`src/rtl/pipe_flow_ctrl.sv`:
```
// Fetch/decode flow controller: boot/run/drain phase counter, PC register,
// IF/ID register and the decode/execute valid bits.
module pipe_flow_ctrl #(
    parameter int              PC_W     = 32,
    parameter logic [PC_W-1:0] RESET_PC = '0
) (
    input  logic            clk,
    input  logic            rst_n,
    input  logic            StallF,
    input  logic            StallD,
    input  logic            FlushE,
    input  logic            PCSrcD,
    input  logic [PC_W-1:0] PCBranchD,
    input  logic [31:0]     InstrF,
    input  logic            drain_req,
    output logic [3:0]      cnt,
    output logic [PC_W-1:0] PCF,
    output logic [PC_W-1:0] PCPlus4F,
    output logic [31:0]     InstrD,
    output logic [PC_W-1:0] PCPlus4D,
    output logic            validD,
    output logic            validE,
    output logic            drain_ack
);

    localparam logic [3:0] PH_RUN   = 4'd6;
    localparam logic [3:0] PH_HOLD  = 4'd7;
    localparam logic [3:0] PH_FLUSH = 4'd8;

    logic [3:0] cnt_nxt;
    logic       booting;
    logic       pc_frozen;

    assign booting   = (cnt < PH_RUN);
    assign pc_frozen = booting || (cnt == PH_HOLD);
    assign PCPlus4F  = PCF + PC_W'(4);

    // Phase sequencing; any out-of-range value recovers straight to run.
    always_comb begin
        cnt_nxt = PH_RUN;
        if (booting) begin
            cnt_nxt = cnt + 4'd1;
        end else if (cnt == PH_RUN) begin
            cnt_nxt = drain_req ? PH_HOLD : PH_RUN;
        end else if (cnt == PH_HOLD) begin
            cnt_nxt = PH_FLUSH;
        end
    end

    // drain_ack is decoded from the next phase so it leaves a flop, not a comparator.
    always_ff @(posedge clk) begin
        if (!rst_n) begin
            cnt       <= 4'd0;
            drain_ack <= 1'b0;
        end else begin
            cnt       <= cnt_nxt;
            drain_ack <= (cnt_nxt == PH_FLUSH);
        end
    end

    // Fetch stage: a stalled decode masks any redirect until it re-resolves.
    always_ff @(posedge clk) begin
        if (!rst_n) begin
            PCF <= RESET_PC;
        end else if (pc_frozen || StallF) begin
            PCF <= PCF;
        end else if (PCSrcD && !StallD) begin
            PCF <= PCBranchD;
        end else begin
            PCF <= PCPlus4F;
        end
    end

    // IF/ID boundary: a taken redirect turns the fetched slot into a nop bubble.
    always_ff @(posedge clk) begin
        if (!rst_n) begin
            InstrD   <= 32'h0;
            PCPlus4D <= '0;
            validD   <= 1'b0;
        end else if (booting || StallD) begin
            InstrD   <= InstrD;
            PCPlus4D <= PCPlus4D;
            validD   <= validD;
        end else if (PCSrcD) begin
            InstrD   <= 32'h0;
            PCPlus4D <= '0;
            validD   <= 1'b0;
        end else begin
            InstrD   <= InstrF;
            PCPlus4D <= PCPlus4F;
            validD   <= 1'b1;
        end
    end

    // ID/EX boundary valid bit.
    always_ff @(posedge clk) begin
        if (!rst_n) begin
            validE <= 1'b0;
        end else if (booting || FlushE) begin
            validE <= 1'b0;
        end else begin
            validE <= validD;
        end
    end

endmodule
```
`config.mk`:
```
export PLATFORM = sky130hd
export DESIGN_NAME = pipe_flow_ctrl
export DESIGN_NICKNAME = d
export VERILOG_FILES = /design/src/rtl/pipe_flow_ctrl.sv
export SDC_FILE = /design/constraint.sdc
export NUM_CORES = 1
export LEC_CHECK = 0
export CORE_ASPECT_RATIO = 1.25
export CORE_MARGIN = 3
export CORE_UTILIZATION = 43
export DETAILED_ROUTE_END_ITERATION = 8
export PLACE_DENSITY = 0.91
export SYNTH_ARGS = -nofsm -noshare
export SYNTH_HDL_FRONTEND = slang
export SYNTH_SLANG_ARGS = --single-unit
```
`constraint.sdc`:
```
create_clock -name clk -period 3.15 [get_ports clk]
set_clock_uncertainty 0.2 [all_clocks]
set_input_delay 0.7875 -clock clk [delete_from_list [all_inputs] [get_ports clk]]
set_output_delay 0.7875 -clock clk [all_outputs]
set_load 0.02 [all_outputs]
```
After elaboration in Yosys (flattened, before gate mapping)
Index checks and enable logic that the tools add are counted.
{ "totals": {"latch_bits": 0, "register_bits": 103, "romBits": 0, "in_bits": 71, "out_inout_bits": 135, "wordCells": 29, "mem_bits_rw": 0, "memories": 0} }
{ "op_classes": {"n_div": 0, "shifts": 0, "n_addsub": 2, "n_reduce_logical": 7, "bitwise": 1, "mux": 8, "multipliers": 0, "n_eq_ne": 3, "order_cmp": 1} }
{ "op_table": {"columns": ["op", "count"], "rows": [
  ["two-way mux 32 bit", 3],
  ["adder 32 x 3 -> 32 bit, second input constant", 1],
  ["two-way mux 4 bit", 3],
  ["== test 4 x 3 -> 1 bit, second input constant", 2],
  ["adder 4 x 1 -> 4 bit, second input constant", 1],
  ["== test 4 bit, second input constant", 1],
  ["logical OR 1 bit", 4],
  ["less-than comparator 4 x 3 -> 1 bit, second input constant", 1],
  ["two-way mux 1 bit", 2],
  ["OR reduction 2 bit", 1],
  ["logical AND 1 bit", 1],
  ["zero test 1 bit", 1],
  ["NOT 1 bit", 1]
]} }

Depth between registers and ports, before layout
{ "logic_depth": {"ltp_word": 5, "depth_mapped": 7, "ltp_nobuf": 6} }

Least setup slack after synthesis
No wires, ideal clock.
{ "synth_timing": {"path_kind": "reg-to-output", "startpoint": "register PCF[2]", "endpoint": "output port PCPlus4F[18]", "n_path_buf": 1, "slack_ns": -0.149, "t_required_ns": 2.162, "path_stages_with_launch": 7, "arrival_time_ns": 2.312, "cell_sequence": "dfxtp_1 ha_1 clkbuf_1 nand3_1 nor4_1 and3_2 xor2_1"} }
{ "synth_via": {"elab_chain_len": 1} }
{ "synth_rtl": {"columns": ["item", "line_no", "rtl"], "rows": [
  ["start: declaration", "17", "output logic [PC_W-1:0] PCF,"],
  ["start signal: assignment", "68", "PCF <= PCBranchD;"],
  ["start signal: assignment", "70", "PCF <= PCPlus4F;"],
  ["adder 32 x 3 -> 32 bit", "36", "assign PCPlus4F = PCF + PC_W'(4);"],
  ["end: declaration", "18", "output logic [PC_W-1:0] PCPlus4F,"]
]} }
No other way between the ends.

Final worst setup path
{ "layout_timing": {"startpoint": "register PCF[5]", "endpoint": "output port PCPlus4F[17]"} }
The elaborated chain is that of the path after synthesis.

==> impl_results.md <==
* Status: finished with violations
* Failing checks: setup timing
* Simple-gate share of the synthesized area at 0.263
* Most used cell, CP: buf_4
* Nets at roughly 920
* Synth unique cells at between 50 and 60
* Part of the Yosys area used for sequential elements at 0.415
* Number of H-tree levels at 3
* Post-synthesis adder-cell area fraction at 0.00755
* Largest net degree at the start of global routing at about 60
* Met3 WL at around 1500 µm
* Max_cap viols at 0
* Met2 wire length at between 10,000 and 15,000 µm
* Crit path to: PCPlus4F[17]
* Cell row count at 43
* Total power at ~2.8 mW
* PD cells at ~340 mW/mm²
* Post-Route WL at 20,300 µm
* Leak pwr at ~3.0 nW
* Storage element area at between 0.002 and 0.0025 mm²
* Root buffer cell: clkbuf_16
* GPL Wtd Cong at slightly below 1
* Crit-path cells: buf_4 > nand4_1 > nor3_2 > nor3b_4 > buf_4 > xor2_2 > buf_4
* Slew HR at 0.506
* CTS sink cnt at just over 100
* First-pass GRT wire length at just under 30,000 µm
* Cells on worst reg2reg path at 7
* Seq cells post-synth at slightly above 100
* Arr. time, crit path at 2.19 ns
* Psw at 0.681 mW
* Final min period at ~3.2 ns
* RSZ-0062 raised after global routing: true
* Post-Synth XOR/XNOR Area at 0.0491
* Cell count after synthesis at 597
* EDFF count, synth at 0
* I/O pins at 206
* DR vias/cell at 6.05
* Worst EP required at between 2 and 2.5 ns
* Post-layout util at 0.729
* Die area at approximately 0.013 mm²
* Worst vdd ir at between 0.3 and 0.4 mV
* Highest routed layer: met4
* Post-Synthesis Cell Area at just under 0.005 mm²
* Die Ht at 126 µm
* Crit path max fanout at 4
* Number of global-route vias before repair at 5,974
* GRT Overall Usage at 0.289
* Initial DRC Count at 442
* Initial antenna violation count at 1
* Worst-margin pin slew at 0.738 ns
* Clk slew on worst S/H paths at 0.08 ns
* Crit path launch type: register
* Via count at between 5,000 and 6,000
* Dpl cells at between 900 and 1,000
* Multi-input gate area in the final layout at approximately 0.0029 mm²
* Comb pwr share at 0.091
* Sequential share of power at 0.475
* # DRC at 0
* Clk pwr share at 0.434
* Net Sw Frac at 0.246
* P&R area growth vs syn at 64.1%
* Peak per-stage delay on the critical path at between 0.3 and 0.4 ns
* Layout cells sized above 1 at 0.206
* CTS tree: yes
* Routed Antenna Nets at 0
* Final Max Tran Viols at 0
* DRT Pass-1 Iters at 9
* Clock tree buffer depth at 2
* Number of I/O port buffers at slightly above 200
* CTS Buf Count at 9
* Setup violators final at 3
* Period utilization at 1.01
* Setup CP Type: register to output pin
* Post-Route M1 WL at 7000 µm
* Skew-Pair Late Insertion Delay at ~0.35 ns
* Main combinational cell family by area after synthesis: simple AND/OR/NAND/NOR gates
* Ys Warns at 0
* Top FF cell, synth: dfxtp_1
* Fmax achieved at ~310 MHz
* Die Wd at between 100 and 150 µm
* Fill cells at around 750
* Synth Area in Compound Gates at 0.209
* Final worst slack at -0.0260 ns
* Mux contribution to synthesized area at 0.0106
* CP max-delay cell: dfxtp_1
* R2r setup slk at 0.69 ns
* Finished Layout Cells at between 900 and 1,000
* Grt total ovfl at 0
* Syn_nets at 671
* Worst r2r src: cnt[1]
* Min-delay worst type: register to register
* Core ar. at approximately 0.011 mm²
* DPL Wire Length at ~14,000 µm
* CP endpoint kind: output pin
* Drt wl/cell at just over 20 µm
* CP startpoint: PCF[5]
* Post-synth ARST share at 0
* Initial core utilization at 0.444
* Syn avg cell area at 8.33 µm²
* RR Endpoint: PCF[12]
* Internal power at roughly 2.1 mW
* Final Hold Vio Count at 0
==> synth_stat cells (2+ instances only) <==
cell / n / area share
dfxtp_1: 103 / 0.41
nand2_1: 83 / 0.063
a21oi_1: 62 / 0.062
clkbuf_1: 40 / 0.030
nor2_1: 40 / 0.030
nand3b_1: 36 / 0.054
a32o_1: 24 / 0.048
nand3_1: 22 / 0.022
o21ai_0: 15 / 0.015
xor2_1: 14 / 0.025
a22oi_1: 13 / 0.020
xnor2_1: 12 / 0.021
nor3_1: 11 / 0.011
inv_1: 10 / 0.0075
nand4_1: 9 / 0.011
o21a_1: 9 / 0.014
o22ai_1: 8 / 0.010
and3_1: 7 / 0.0088
nor4_1: 6 / 0.0075
a31oi_1: 5 / 0.0063
buf_1: 5 / 0.0038
nor3b_1: 5 / 0.0075
and2_1: 4 / 0.0050
and4_1: 4 / 0.0070
o31ai_1: 4 / 0.0060
ha_1: 3 / 0.0075
mux2i_1: 3 / 0.0060
nor4_4: 3 / 0.013
o31a_1: 3 / 0.0053
or3_1: 3 / 0.0038
a21o_1: 2 / 0.0030
a22o_1: 2 / 0.0035
buf_2: 2 / 0.0020
buf_4: 2 / 0.0030
mux2_2: 2 / 0.0045
nand2b_1: 2 / 0.0025
o41ai_1: 2 / 0.0035
==> cell families (layout without fill, tap and decap cells) <==
kind of cell,Yosys count,count (layout)
adder cells (fa/ha/maj),3,3
AND/OR/NAND/NOR,244,244
buffers and inverters,59,315
XOR/XNOR,27,27
AO/OA/AOI/OAI,156,156
multiplexers,5,5
flip-flops,103,103
other,0,1
==> worst min-delay path by stage <==
stage,from,to,cells after the start
after floorplan,validD,validE,2
after global placement,InstrD[22],InstrD[22],2
after detailed placement,InstrD[27],InstrD[27],2
after CTS,InstrD[27],InstrD[27],2
after global routing,InstrD[27],InstrD[27],2
final,InstrD[27],InstrD[27],2
==> routing by layer <==
layer	vias up	global-route usage
met3	124	0.0620
met5	-	0
met1	2836	0.308
met4	0	0.195
li1	2652	-
met2	369	0.499
==> layout by cell type, fill, tap and decap left out, types with 9 or more instances in the layout <==
cell type	n
o21a_1	9
nand2_1	83
a22oi_1	13
clkbuf_16	9
dfxtp_1	93
o21ai_0	15
clkdlybuf4s50_1	180
nor2_1	36
buf_4	86
nand3_1	17
a32o_1	24
nand4_1	9
xnor2_1	9
a21oi_1	62
nand3b_1	36
inv_1	9
==> per-stage QoR <==
step | setup TNS, ns | instance area [µm²] | setup WS (ns) | hold WS, ns
CTS | -0.125 | 8030 | -0.122 | 0.255
finish | -0.0450 | 8160 | -0.0260 | 0.253
global route | -0.332 | 8160 | -0.0779 | 0.275
global placement | -0.0723 | 7610 | -0.0417 | 0.238
detailed placement | -0.487 | 7610 | -0.117 | 0.244
floorplan | 0 | 4990 | 0.00442 | 0.326
==> power by group through the flow <==
stage	sequential, mW	combinational [mW]	clock (mW)
finish	1.32	0.253	1.20
global route	1.32	0.266	1.25
CTS	1.32	0.245	1.19
detailed placement	1.35	0.244	0
global placement	1.35	0.237	0
floorplan	1.36	0.0890	0
==> critical path, delay by kind of cell, from the launching register on <==
kind	cells	cell delay (ns)
DFF	1	0.39
buffers and inverters	3	0.50
xor gates and xnor gates	1	0.16
and+or+nand+nor	3	0.79
==> what timing repair did <==
item | CTS | global route
setup endpoints to repair | 24 | 22
resized for setup | 101 | 39
buffers inserted | 4 | 5
hold buffers | 0 | 0
endpoints found under the hold margin | 0 | 0
pin swaps | 9 | 10
==> registers in the layout, indices dropped and copies added (netlist names) <==
register and count:
cnt 4, InstrD 32, PCPlus4D 32, drain_ack 1, PCF 32, validD 1
validE 1
==> area by class of cell <==
type                            count  area share
Sequential cell                   103       0.255
Clock inverter                      6     0.00920
Clock buffer                       10      0.0293
Multi-Input combinational cell    435       0.357
Timing Repair Buffer              289       0.324
Tap cell                          135      0.0207
Inverter                           10     0.00460
Antenna cell                        1    0.000307
No activity file was read; power rests on OpenSTA's default activity.
